### config.mk
export PLATFORM = sky130hd
export DESIGN_NAME = uart_rx
export DESIGN_NICKNAME = d
export VERILOG_FILES = /design/src/rtl/uart_rx.sv
export SDC_FILE = /design/constraint.sdc
export NUM_CORES = 1
export LEC_CHECK = 0
export BUFFER_PORTS_ARGS = -buffer_cell sky130_fd_sc_hd__clkbuf_2
export CORE_UTILIZATION = 64
export CTS_BUF_LIST = sky130_fd_sc_hd__clkbuf_8
export DETAILED_ROUTE_END_ITERATION = 12
export PLACE_DENSITY_LB_ADDON = 0.25
export SETUP_SLACK_MARGIN = 0.1
export SLEW_MARGIN = 5
export SYNTH_ARGS = -nofsm -noshare
export SYNTH_HDL_FRONTEND = slang
export SYNTH_SLANG_ARGS = --single-unit
### constraint.sdc
create_clock -name clk -period 2.81 [get_ports clk]
set_clock_uncertainty 0.05 [all_clocks]
set_input_delay 0.4215 -clock clk [delete_from_list [all_inputs] [get_ports clk]]
set_output_delay 0.4215 -clock clk [all_outputs]
set_load 0.02 [all_outputs]
### src/rtl/uart_rx.sv
// uart_rx: 16x-oversampled serial receiver (start, DBIT data LSB-first,
// optional parity, stop). Define UART_RX_PARITY_EN to add the parity stage.
// Ports: clk, reset_n (async, active-low), rx (async serial line, idle
// high), s_tick (16x baud strobe), rx_dout (received word), rx_done_tick
// (one-clk frame strobe), frame_err (stop bit low),
// parity_err (UART_RX_PARITY_EN only, even parity mismatch).
module uart_rx #(
   parameter int DBIT    = 8,
   parameter int SB_TICK = 16
) (
   input  logic            clk,
   input  logic            reset_n,
   input  logic            rx,
   input  logic            s_tick,
   output logic [DBIT-1:0] rx_dout,
   output logic            rx_done_tick,
`ifdef UART_RX_PARITY_EN
   output logic            parity_err,
`endif
   output logic            frame_err
);

   localparam int SW = (SB_TICK > 16) ? 5 : 4;
   localparam int NW = $clog2(DBIT);

`ifdef UART_RX_PARITY_EN
   typedef enum logic [2:0] {
      IDLE, START, DATA, PARITY, STOP
   } state_t;
`else
   typedef enum logic [1:0] {
      IDLE, START, DATA, STOP
   } state_t;
`endif

   state_t          state_q, state_n;
   logic [SW-1:0]   s_reg, s_n;
   logic [NW-1:0]   n_reg, n_n;
   logic [DBIT-1:0] b_reg, b_n;
   logic            done_n;
   logic            rx_m, rx_s;
`ifdef UART_RX_PARITY_EN
   logic            p_reg, p_n;
`endif

   // two-flop synchronizer, reset to the idle line level
   always_ff @(posedge clk or negedge reset_n) begin
      if (!reset_n) begin
         rx_m <= 1'b1;
         rx_s <= 1'b1;
      end else begin
         rx_m <= rx;
         rx_s <= rx_m;
      end
   end

   always_ff @(posedge clk or negedge reset_n) begin
      if (!reset_n) begin
         state_q <= IDLE;
         s_reg   <= '0;
         n_reg   <= '0;
         b_reg   <= '0;
`ifdef UART_RX_PARITY_EN
         p_reg   <= 1'b0;
`endif
      end else begin
         state_q <= state_n;
         s_reg   <= s_n;
         n_reg   <= n_n;
         b_reg   <= b_n;
`ifdef UART_RX_PARITY_EN
         p_reg   <= p_n;
`endif
      end
   end

   always_comb begin
      state_n = state_q;
      s_n     = s_reg;
      n_n     = n_reg;
      b_n     = b_reg;
      done_n  = 1'b0;
`ifdef UART_RX_PARITY_EN
      p_n     = p_reg;
`endif
      unique case (state_q)
         IDLE: begin
            // start edge is taken without waiting for a tick
            if (!rx_s) begin
               state_n = START;
               s_n     = '0;
            end
         end
         START: begin
            if (s_tick) begin
               if (s_reg == SW'(7)) begin
                  if (!rx_s) begin
                     state_n = DATA;
                     s_n     = '0;
                     n_n     = '0;
                  end else begin
                     state_n = IDLE;
                  end
               end else begin
                  s_n = s_reg + SW'(1);
               end
            end
         end
         DATA: begin
            if (s_tick) begin
               if (s_reg == SW'(15)) begin
                  s_n = '0;
                  b_n = {rx_s, b_reg[DBIT-1:1]};
                  if (n_reg == NW'(DBIT - 1)) begin
`ifdef UART_RX_PARITY_EN
                     state_n = PARITY;
`else
                     state_n = STOP;
`endif
                  end else begin
                     n_n = n_reg + NW'(1);
                  end
               end else begin
                  s_n = s_reg + SW'(1);
               end
            end
         end
`ifdef UART_RX_PARITY_EN
         PARITY: begin
            if (s_tick) begin
               if (s_reg == SW'(15)) begin
                  s_n     = '0;
                  p_n     = rx_s;
                  state_n = STOP;
               end else begin
                  s_n = s_reg + SW'(1);
               end
            end
         end
`endif
         STOP: begin
            if (s_tick) begin
               if (s_reg == SW'(SB_TICK - 1)) begin
                  // back to IDLE now so a following start bit is not lost
                  state_n = IDLE;
                  done_n  = 1'b1;
               end else begin
                  s_n = s_reg + SW'(1);
               end
            end
         end
         default: state_n = IDLE;
      endcase
   end

   // outputs registered one clk after the stop sample
   always_ff @(posedge clk or negedge reset_n) begin
      if (!reset_n) begin
         rx_dout      <= '0;
         rx_done_tick <= 1'b0;
         frame_err    <= 1'b0;
`ifdef UART_RX_PARITY_EN
         parity_err   <= 1'b0;
`endif
      end else begin
         rx_done_tick <= done_n;
         if (done_n) begin
            rx_dout    <= b_reg;
            frame_err  <= ~rx_s;
`ifdef UART_RX_PARITY_EN
            parity_err <= (^b_reg) ^ p_reg;
`endif
         end
      end
   end

endmodule

# Yosys cells after proc, flatten, opt, wreduce, memory -nomap -nowiden
# Index checks and enable logic that the tools add are counted.
classes:
  addsub: 2
  bitwise_logic: 1
  muxes: 28
  eq_ne: 17
  n_reduce_logical: 6
ops:
  columns: ["cell", "n"]
  rows:
  - ["$mux 4", 7]
  - ["$ne 2x2->1 const B", 11]
  - ["$mux 2", 9]
  - ["$mux 3", 6]
  - ["$pmux 4 s4", 1]
  - ["$pmux 2 s4", 1]
  - ["$reduce_and 8->1", 1]
  - ["$reduce_and 7->1", 1]
  - ["$pmux 3 s2", 1]
  - ["$add 4x1->4 const B", 1]
  - ["$eq 2x2->1 const B", 2]
  - ["$eq 4x3->1 const B", 1]
  - ["$eq 4x4->1 const B", 1]
  - ["$reduce_and 4->1", 1]
  - ["$add 3x1->3 const B", 1]
  - ["$eq 3x3->1 const B", 1]
  - ["$mux 1", 3]
  - ["$reduce_and 3->1", 1]
  - ["$eq 2x1->1 const B", 1]
  - ["$logic_not 2->1", 1]
  - ["$reduce_bool 2->1", 1]
  - ["$not 1->1", 1]
totals:
  in_bits: 4
  word_cells: 63
  register_bits: 29

# Depth between registers and ports, before layout
depth:
  ltp_word: 5
  mapped_depth: 5
  ltp_nobuf: 5

# Least setup slack after synthesis
# OpenSTA, ideal clock, no wires.
synth_path:
  path_type: "reg-to-reg"
  startpoint: "register s_reg[0]"
  endpoint: "register rx_dout[6]"
  slack_ps: 1116
  stages_incl_launch_ff: 6
  path_buffers: 1
  synth_period_minus_slack_ps: 1694
  arrival_ps: 1516
  cell_sequence: "dfrtp_1 ha_1 and4_4 and3_4 buf_12 mux2_1"
synth_via:
  elab_chain_len: 4
synth_rtl:
  columns: ["item", "line", "text"]
  rows:
  - ["start, declared", "37", "logic [SW-1:0] s_reg, s_n;"]
  - ["start signal, assigned", "68", "s_reg <= s_n;"]
  - ["$eq 4x4->1", "143", "if (s_reg == SW'(SB_TICK - 1)) begin"]
  - ["$mux 1", "143", null]
  - ["$mux 1", "142", "if (s_tick) begin"]
  - ["$mux 1", "86", "unique case (state_q)"]
  - ["via done_n", "40", "logic done_n;"]
  - ["end signal, assigned", "168", "rx_dout <= b_reg;"]
  - ["end, declared", "15", "output logic [DBIT-1:0] rx_dout,"]
# The timed path passes the listed nets, and every way through them passes these cells.
# A chain may end at the register's enable or synchronous reset.

# Final worst setup path
layout_path:
  startpoint: "register s_reg[1]"
  endpoint: "register b_reg[0]"
layout_via:
  elab_chain_len: 2
layout_rtl:
  columns: ["item", "line", "text"]
  rows:
  - ["$eq 4x4->1", "111", "if (s_reg == SW'(15)) begin"]
  - ["$reduce_and 3->1 (no line)", null, null]
  - ["end signal, assigned", "70", "b_reg <= b_n;"]
  - ["end, declared", "39", "logic [DBIT-1:0] b_reg, b_n;"]
# Every way passes these cells.

==> flow_summary.json <==
{
  "synth_nets": 103,
  "rsz0062_at_grt": "false",
  "ctsHoldBuffers": 0,
  "syn_area_um2": 1340,
  "ys.flop_type": "dfrtp_1",
  "io_buffers": 13,
  "core_um2": 1960,
  "root_buffer": "clkbuf_8",
  "grt_pass1_wl_um": 3360,
  "grt_pass1_vias": 751,
  "cts.htree.levels": 2,
  "viasPerCell": 5.69,
  "nets": 119,
  "path_cells": "ha_1 > nand3_4 > nor3_4 > mux2_2",
  "cts_sinks": 29,
  "routed_wl_um": 2220,
  "cts_tree": "done",
  "fill_cells": 146,
  "ys_async_sr_fraction_pct": 100,
  "first_pass_iters": 4,
  "vias": 797,
  "rows": 16,
  "worstSkewPairLatency_ns": 0.28,
  "ys_seq_area_share_pct": 54.4,
  "start_util_pct": 68.2,
  "power-per-cell-area_nw_per_um2": 755,
  "io-pin-count": 14,
  "hold_violations": 0,
  "synth_top_area_share_pct": 50.5,
  "slowest_stage": "mux2_2",
  "dieArea_um2": 2280,
  "reg2reg_depth": 4,
  "final_cells": 140,
  "post_cts_buffers": 0,
  "synth_most_common_cell": "dfrtp_1",
  "final-setup-viol-count": 0,
  "finalSetupTns_ns": 0,
  "track_usage_pct": 23.3,
  "crit_type": "register to register",
  "status": "finished, final reports clean",
  "reg2reg_setup_slack_ns": 0.98,
  "drive_gt1_share_pct": 40.7,
  "synthTopCellsByArea": "dfrtp_1 51%, mux2_2 8.4%, mux2_4 6.7%",
  "tightest_slew_ns": 0.678,
  "critPathMaxFanout": 8,
  "period_minus_slack_ns": 1.83,
  "placed_cells": 132,
  "startpoint_type": "register",
  "synth.distinct_cells": 34,
  "final_util_pct": 75.6,
  "clock.fmax_mhz": 545,
  "syn2layout_area_growth_pct": 10.9,
  "gp_congestion": 0.960,
  "post_drt_wl_per_cell_um": 15.8,
  "synthTopCellsByCount": "27 x dfrtp_1, 10 x mux2_2, 6 x mux2_4",
  "worst_ep_required_time_ns": 2.92,
  "maxCapViolCount": 0,
  "peakVddDrop_mv": 0.757,
  "cts-resized-gates": 0,
  "clk_path_buf_depth": 2,
  "numCtsBuffers": 5,
  "maxSlewHeadroom_pct": 54.8,
  "drc": 0,
  "detail-route-antenna-nets": 0,
  "synth_top_area_cell": "dfrtp_1",
  "hpwl_um": 1550,
  "synth-seq-cells": 29,
  "yosysWarningCount": 0,
  "postSynthCellCount": 96,
  "rr_endpoint": "b_reg[0]",
  "hold_class": "input port to asynchronous set/reset pin",
  "max_stage_delay_ns": 0.39,
  "antenna_cells": 0,
  "grt_max_degree": 30,
  "leakagePower_nw": 0.741,
  "synth_edf_count": 0,
  "drtIter0Drc": 6,
  "reg2reg_from": "s_reg[1]",
  "clk_pin_slew_worst_paths_ns": 0.06,
  "crit_arrival_ns": 1.94,
  "slew_viol_final": 0,
  "end_kind": "register",
  "grt_overflow": 0,
  "antenna_found_initial": 0,
  "period_share_pct": 65.2,
  "die_height_um": 47.7,
  "die_x_um": 47.7,
  "synth.avg_cell_area_um2": 13.9
}
[report_power, final]
part           leakage (nW)  internal (W)  total (W)  switching, W
Combinational         0.312      0.000107   0.000235      0.000128
Clock                0.0491      0.000167   0.000320      0.000152
Sequential            0.379      0.000472   0.000566     0.0000942
Total                 0.741      0.000746    0.00112      0.000375
[area by class of cell]
cell class                 instances  area, um^2  area share, %
inverter                           4        15.0           1.01
clock buffer                       5        68.8           4.64
timing repair buffer              13        65.1           4.38
multi-input combinational         59         559           37.7
clock inverter                     3        13.8          0.927
sequential                        29         728           49.1
tap                               27        33.8           2.28
[worst max-delay path: cells and delay by family (launching register included)]
family	cells	cell delay [ns]
DFF	1	0.38
muxes	1	0.39
and+or+nand+nor	2	0.55
adders and majority gates	1	0.34
[per-layer routing]
| metal | GRT usage [%] | routed length (um) | up-vias |
|---|---|---|---|
| met5 | 0 | 0 | - |
| met4 | 8.89 | 24 | 0 |
| met3 | 10.6 | 94 | 4 |
| met2 | 36.2 | 1080 | 23 |
| met1 | 28.7 | 1020 | 385 |
| li1 | - | - | 385 |
[cell usage in the layout, fill, tap and decap left out, types with 2 or more instances in the layout]
| cell | n |
|---|---|
| dfrtp_1 | 27 |
| clkbuf_2 | 13 |
| mux2_2 | 10 |
| mux2_4 | 6 |
| nor2_1 | 5 |
| o21ai_0 | 5 |
| inv_1 | 5 |
| clkbuf_8 | 5 |
| a22o_1 | 3 |
| ha_1 | 3 |
| mux2_1 | 2 |
| nand2_1 | 2 |
| nand3_1 | 2 |
| mux2i_1 | 2 |
| clkinv_2 | 2 |
| dfstp_2 | 2 |
[through the flow]
stage | worst slack [ns] | instance area (um^2) | hold slack (ns) | power [W]
final | 0.977 | 1480 | 0.122 | 0.00112
after global routing | 0.912 | 1480 | 0.157 | 0.00119
after CTS | 0.977 | 1480 | 0.148 | 0.00112
after detailed placement | 0.983 | 1400 | 0.297 | 0.000804
after global placement | 1.06 | 1400 | 0.296 | 0.000787
after floorplan | 1.12 | 1340 | 0.0759 | 0.000753
[logic make-up after synthesis]
group | Yosys count | synth area share, %
and+or+nand+nor | 20 | 12.2
DFF | 29 | 54.4
adders and majority gates | 3 | 2.81
buffers and inverters | 8 | 3.74
xor gates and xnor gates | 1 | 0.655
muxes | 20 | 18.3
AOI/OAI and AO/OA | 15 | 7.86
[worst max-delay path by stage]
stage                             to  slack [ns]     start  cells past startpoint
after CTS                   n_reg[0]        0.98  n_reg[0]                      5
after detailed placement    n_reg[0]        0.98  n_reg[0]                      5
after global routing        n_reg[0]        0.91  n_reg[0]                      5
final                       b_reg[0]        0.98  s_reg[1]                      4
after global placement    rx_dout[6]        1.06  s_reg[1]                      4
after floorplan           rx_dout[6]        1.12  s_reg[0]                      5
(Power assumes the default switching activity.)
